<file path="src/rtl/if_id_stage_reg_pkg.sv">
// Shared IF/ID definitions: instruction field positions, the bubble word and the
// opcodes the control unit decodes.
package if_id_stage_reg_pkg;

   localparam int          DATA_W   = 32;
   localparam logic [31:0] NOP_WORD = 32'h0000_0000;  // sll $0,$0,0

   localparam int OPCODE_HI = 31, OPCODE_LO = 26;
   localparam int RS_HI     = 25, RS_LO     = 21;
   localparam int RT_HI     = 20, RT_LO     = 16;
   localparam int RD_HI     = 15, RD_LO     = 11;
   localparam int SHAMT_HI  = 10, SHAMT_LO  = 6;
   localparam int FUNCT_HI  = 5,  FUNCT_LO  = 0;
   localparam int IMM_HI    = 15, IMM_LO    = 0;
   localparam int JT_HI     = 25, JT_LO     = 0;

   localparam logic [5:0] OP_RTYPE = 6'h00;
   localparam logic [5:0] OP_J     = 6'h02;
   localparam logic [5:0] OP_JAL   = 6'h03;
   localparam logic [5:0] OP_BEQ   = 6'h04;
   localparam logic [5:0] OP_BNE   = 6'h05;
   localparam logic [5:0] OP_ADDI  = 6'h08;
   localparam logic [5:0] OP_LW    = 6'h23;
   localparam logic [5:0] OP_SW    = 6'h2B;

   function automatic logic [31:0] sat_inc(input logic [31:0] v);
      return (v == 32'hFFFF_FFFF) ? v : v + 32'd1;
   endfunction

endpackage

</file>
<file path="src/rtl/if_id_stage_reg_instr_field_split.sv">
// Combinational split of a 32-bit instruction into its decode fields; shared with
// the control and hazard units.
module instr_field_split
   import if_id_stage_reg_pkg::*;
(
   input  logic [31:0] i_instr,
   output logic [5:0]  o_opcode,
   output logic [4:0]  o_rs,
   output logic [4:0]  o_rt,
   output logic [4:0]  o_rd,
   output logic [4:0]  o_shamt,
   output logic [5:0]  o_funct,
   output logic [15:0] o_imm16,
   output logic [25:0] o_jump_target
);

   assign o_opcode      = i_instr[OPCODE_HI:OPCODE_LO];
   assign o_rs          = i_instr[RS_HI:RS_LO];
   assign o_rt          = i_instr[RT_HI:RT_LO];
   assign o_rd          = i_instr[RD_HI:RD_LO];
   assign o_shamt       = i_instr[SHAMT_HI:SHAMT_LO];
   assign o_funct       = i_instr[FUNCT_HI:FUNCT_LO];
   assign o_imm16       = i_instr[IMM_HI:IMM_LO];
   assign o_jump_target = i_instr[JT_HI:JT_LO];

endmodule

</file>
<file path="src/rtl/if_id_stage_reg.sv">
// IF/ID pipeline register with stall/flush and decode field split.
// Optional performance counters enabled by defining IF_ID_PERF_CNT_EN.
module if_id_stage_reg
   import if_id_stage_reg_pkg::*;
#(
   parameter int          DATA_W   = if_id_stage_reg_pkg::DATA_W,
   parameter logic [31:0] NOP_WORD = if_id_stage_reg_pkg::NOP_WORD
) (
   input  logic              Clk,
   input  logic              Reset_n,
   input  logic [DATA_W-1:0] IF_Instruction,
   input  logic [DATA_W-1:0] IF_PCPlus4,
   input  logic              IF_Valid,
   input  logic              Stall,
   input  logic              Flush,
   output logic [DATA_W-1:0] ID_Instruction,
   output logic [DATA_W-1:0] ID_PCPlus4,
   output logic              ID_Valid,
   output logic [5:0]        ID_Opcode,
   output logic [4:0]        ID_Rs,
   output logic [4:0]        ID_Rt,
   output logic [4:0]        ID_Rd,
   output logic [4:0]        ID_Shamt,
   output logic [5:0]        ID_Funct,
   output logic [15:0]       ID_Imm16,
`ifdef IF_ID_PERF_CNT_EN
   output logic [25:0]       ID_JumpTarget,
   output logic [31:0]       StallCycles,
   output logic [31:0]       FlushCycles,
   output logic [31:0]       BubbleCycles
`else
   output logic [25:0]       ID_JumpTarget
`endif
);

   logic [DATA_W-1:0] r_instr;
   logic [DATA_W-1:0] r_pc4;
   logic              r_valid;
   logic              w_take;

   // A flushed or invalid slot always becomes the bubble word, so Valid=0 never
   // exposes stale fetch data to decode.
   assign w_take = IF_Valid & ~Flush;

   always_ff @(posedge Clk or negedge Reset_n) begin
      if (!Reset_n) begin
         r_instr <= NOP_WORD[DATA_W-1:0];
         r_pc4   <= '0;
         r_valid <= 1'b0;
      end else if (!Stall) begin
         r_pc4   <= IF_PCPlus4;
         r_valid <= w_take;
         r_instr <= w_take ? IF_Instruction : NOP_WORD[DATA_W-1:0];
      end
   end

   assign ID_Instruction = r_instr;
   assign ID_PCPlus4     = r_pc4;
   assign ID_Valid       = r_valid;

   instr_field_split u_split (
      .i_instr       (r_instr[31:0]),
      .o_opcode      (ID_Opcode),
      .o_rs          (ID_Rs),
      .o_rt          (ID_Rt),
      .o_rd          (ID_Rd),
      .o_shamt       (ID_Shamt),
      .o_funct       (ID_Funct),
      .o_imm16       (ID_Imm16),
      .o_jump_target (ID_JumpTarget)
   );

`ifdef IF_ID_PERF_CNT_EN
   logic [31:0] r_stall_cnt;
   logic [31:0] r_flush_cnt;
   logic [31:0] r_bubble_cnt;
   logic        w_new_valid;

   // Under stall the held Valid is the "new" one.
   assign w_new_valid = Stall ? r_valid : w_take;

   always_ff @(posedge Clk or negedge Reset_n) begin
      if (!Reset_n) begin
         r_stall_cnt  <= '0;
         r_flush_cnt  <= '0;
         r_bubble_cnt <= '0;
      end else begin
         if (Stall)          r_stall_cnt  <= sat_inc(r_stall_cnt);
         if (Flush & ~Stall) r_flush_cnt  <= sat_inc(r_flush_cnt);
         if (!w_new_valid)   r_bubble_cnt <= sat_inc(r_bubble_cnt);
      end
   end

   assign StallCycles  = r_stall_cnt;
   assign FlushCycles  = r_flush_cnt;
   assign BubbleCycles = r_bubble_cnt;
`endif

endmodule

</file>
<file path="config.mk">
export PLATFORM = sky130hd
export DESIGN_NAME = if_id_stage_reg
export DESIGN_NICKNAME = d
export VERILOG_FILES = /design/src/rtl/if_id_stage_reg_pkg.sv /design/src/rtl/if_id_stage_reg_instr_field_split.sv /design/src/rtl/if_id_stage_reg.sv
export SDC_FILE = /design/constraint.sdc
export NUM_CORES = 1
export LEC_CHECK = 0
export CAP_MARGIN = 20
export CELL_PAD_IN_SITES_DETAIL_PLACEMENT = 1
export CELL_PAD_IN_SITES_GLOBAL_PLACEMENT = 1
export CORE_MARGIN = 5
export CORE_UTILIZATION = 27
export DETAILED_ROUTE_END_ITERATION = 16
export PLACE_DENSITY_LB_ADDON = 0.15
export SKIP_CTS_REPAIR_TIMING = 1
export SLEW_MARGIN = 30
export SYNTH_ARGS = -nofsm -noshare
export SYNTH_HDL_FRONTEND = slang
export SYNTH_SLANG_ARGS = --single-unit
</file>
<file path="constraint.sdc">
create_clock -name Clk -period 0.9 [get_ports Clk]
set_input_delay 0.18 -clock Clk [delete_from_list [all_inputs] [get_ports Clk]]
set_output_delay 0.18 -clock Clk [all_outputs]
set_load 0.02 [all_outputs]
</file>
==> impl_metrics.env <==
export IMPL_worstSetupPathType="register to output port"
export IMPL_place_ws_ns=-0.380
export IMPL_portBuffers=207
export IMPL_synth_seq_cells=65
export IMPL_design_final_nets=526
export IMPL_grt_start_max_net_pins=66
export IMPL_fin_crit_ns=1.11
export IMPL_reg2reg_depth=2
export IMPL_clock_sinks=65
export IMPL_finalHoldViolations=0
export IMPL_yosys_cell_types_count=11
export IMPL_reg2reg_from="ID_PCPlus4[11]$_DFFE_PN0N_"
export IMPL_max_freq_ghz=0.902
export IMPL_start_point_of_the_worst_hold_path="Stall"
export IMPL_total_clock_buffers_created_by_cts=9
export IMPL_dr_total_vias=2538
export IMPL_met1_usage_in_global_routing_pct=13.9
export IMPL_global_route_wire_length_before_repair_um=14500
export IMPL_synth_seq_area_share_pct=49.7
export IMPL_max_slew_margin_rel_pct=75.8
export IMPL_cp_arrival_ns=0.93
export IMPL_layout_core_utilization_pct=45.3
export IMPL_grt_use_met3_pct=6.17
export IMPL_synthesis_area_per_instance_sq_um=11.5
export IMPL_cell_type_group_with_the_largest_total_delay_on_the_critical_path="flip-flops"
export IMPL_yosys_area_share_adder_pct=0
export IMPL_detailedRoute_firstPassIterationCount=4
export IMPL_path_buf_inv=1
export IMPL_setup_viol=139
export IMPL_compound_cell_area_share_of_the_yosys_netlist_pct=5.04
export IMPL_clock_tree_from_tritoncts="yes"
export IMPL_clk_root_buffer_cell="sky130_fd_sc_hd__clkbuf_16"
export IMPL_die_h_um=120
export IMPL_yosys_area_share_simple_pct=10.1
export IMPL_period_share_pct=123
export IMPL_p_leak_uw=0.00268
export IMPL_finish_instance_area_sq_um=5420
export IMPL_syn_inst=284
export IMPL_number_of_placement_rows=40
export IMPL_cp_num_cells=1
export IMPL_ir_drop_mv=0.891
export IMPL_routed_wl_um=9680
export IMPL_reg2reg_setup_slack_ns=0
export IMPL_global_route_usage_total_pct=12.7
export IMPL_clock_path_buffers=2
export IMPL_synth_mux_area_fraction_pct=14.7
export IMPL_synth_top_family_by_area="buffers and inverters"
export IMPL_antenna_violations_before_repair=0
export IMPL_cts_htree_levels=3
export IMPL_min_delay_path_class="input pin to register"
export IMPL_floorplan_io_pins=208
export IMPL_grt_setup_unrepaired="yes"
export IMPL_number_of_pins_exceeding_their_max_slew_limit_in_the_final_report=0
export IMPL_max_cap_violations=0
export IMPL_die_area_sq_um=14400
export IMPL_fill_cells=1303
export IMPL_placeableCoreArea_sq_um=12000
export IMPL_first_global_vias=2695
export IMPL_worst_setup_sp_type="register"
export IMPL_critical_path_cell_chain="buf_4"
export IMPL_cp_data_required_time_ns=0.72
export IMPL_cts_clk_slew_worst_paths_ns=0.06
export IMPL_route_detailed_wl_per_inst_um=15.9
export IMPL_layout_drive_gt1_share_pct=52.8
export IMPL_use_met2_pct=21.3
export IMPL_global_route_overflow_total=0
export IMPL_timing_critical_path_slowest_cell_delay_ns=0.42
export IMPL_powerDensity_nw_per_um2=1740
export IMPL_critical_path_slowest_cell="sky130_fd_sc_hd__dfrtp_1"
export IMPL_synth_xor_xnor_area_share_pct=0
export IMPL_final_setup_worst_slack_ns=-0.208
export IMPL_syn_cell_area_sq_um=3270
export IMPL_timing_hold_ws_ns=0.302
export IMPL_worstSetupEndpointType="output port"
export IMPL_antenna_left=0
export IMPL_run_status="finished, violations left"
export IMPL_dieWidth_um=120
export IMPL_placed_cell_area_sq_um=5030
export IMPL_clock_skew_ns=0
export IMPL_insertion_delay_ns=0.32
export IMPL_path_max_fanout=4
export IMPL_floorplan_initialDensity_pct=27.4
export IMPL_vias_per_cell=4.17
export IMPL_detailedPlacementHpwl_um=6710
export IMPL_violated_checks="negative setup slack"
export IMPL_total_power_uw=9460
export IMPL_antenna_cells_inserted=0
export IMPL_routabilityCongestion=0.676
export IMPL_worst_hold_path_num_cells=3
export IMPL_area_growth_synth_to_final_pct=65.5
export IMPL_yosys_warnings=0
export IMPL_drt_iter0_drc=53
export IMPL_remaining_drc_errors=0
export IMPL_critical_path_startpoint="ID_Instruction[22]$_DFFE_PN0N_"
export IMPL_synthesis_nets=353
export IMPL_global_route_peak_usage_layer="met2"
export IMPL_tightest_slew_ns=0.362
-- state kept, by name (all words and copies together) (netlist names) --
| signal | flops |
|---|---|
| ID_Instruction | 32 |
| ID_PCPlus4 | 32 |
| ID_Valid | 1 |
-- cell usage in the layout, fill, tap and decap left out, drive strengths merged --
cell and count:
buf 181, bufinv 2, clkbuf 12, clkdlybuf4s50 66
clkinv 3, clkinvlp 1, dfrtp 65, dlygate4sd3 1
mux2 32, nand2 33, nand2b 33, o21ai 33
-- layout make-up --
cell class	instances	area (sq um)	share of cell area (%)
tap	147	184	3.39
sequential	65	1640	30.3
multi-input combinational	131	991	18.3
clock inverter	6	82.6	1.52
clock buffer	10	229	4.22
timing repair buffer	250	2290	42.3
-- logic make-up (layout without fill, tap and decap cells) --
kind of cell    Yosys count  after routing
mux                      32             32
simple gates             66             66
flops                    65             65
buf+inv                  88            266
compound gates           33             33
-- routing by layer --
| metal | vias to the layer above | routed length, um |
|---|---|---|
| met5 | - | 0 |
| met4 | 0 | 112 |
| met3 | 9 | 1000 |
| met2 | 115 | 4830 |
| met1 | 1228 | 3730 |
| li1 | 1186 | - |
-- Yosys cell counts --
cell,instances,area share [%]
sky130_fd_sc_hd__o21ai_0,2,0.31
sky130_fd_sc_hd__mux2_4,32,15
sky130_fd_sc_hd__nand2_1,33,3.8
sky130_fd_sc_hd__buf_4,74,17
sky130_fd_sc_hd__nand2b_1,33,6.3
sky130_fd_sc_hd__buf_2,1,0.15
sky130_fd_sc_hd__buf_6,8,2.8
sky130_fd_sc_hd__dfrtp_1,65,50
sky130_fd_sc_hd__o21ai_1,31,4.7
sky130_fd_sc_hd__clkbuf_1,3,0.34
sky130_fd_sc_hd__clkbuf_2,2,0.31
-- where the power goes --
group	internal, uW	switching (uW)	total, uW
registers	3160	221	3380
clock network	2410	1280	3690
logic	1330	1060	2390
-- path summary, 6_finish.rpt --
path / end
setup / recovery: ID_JumpTarget[22]
hold / removal: ID_PCPlus4[2]$_DFFE_PN0N_
setup reg to reg: ID_PCPlus4[11]$_DFFE_PN0N_
hold reg to reg: ID_Valid$_DFFE_PN0N_
max in group asynchronous: ID_Instruction[3]$_DFFE_PN0N_
min in group asynchronous: ID_Instruction[23]$_DFFE_PN0N_
-- metrics by stage --
stage	instances	TNS (ns)
6_report	609	-24.21
3_3_place_gp	564	-50.05
4_1_cts	580	-88.91
5_1_grt	609	-29.79
2_1_floorplan	284	0
3_5_place_dp	564	-52.29
Power figures use the tool's default switching activity.
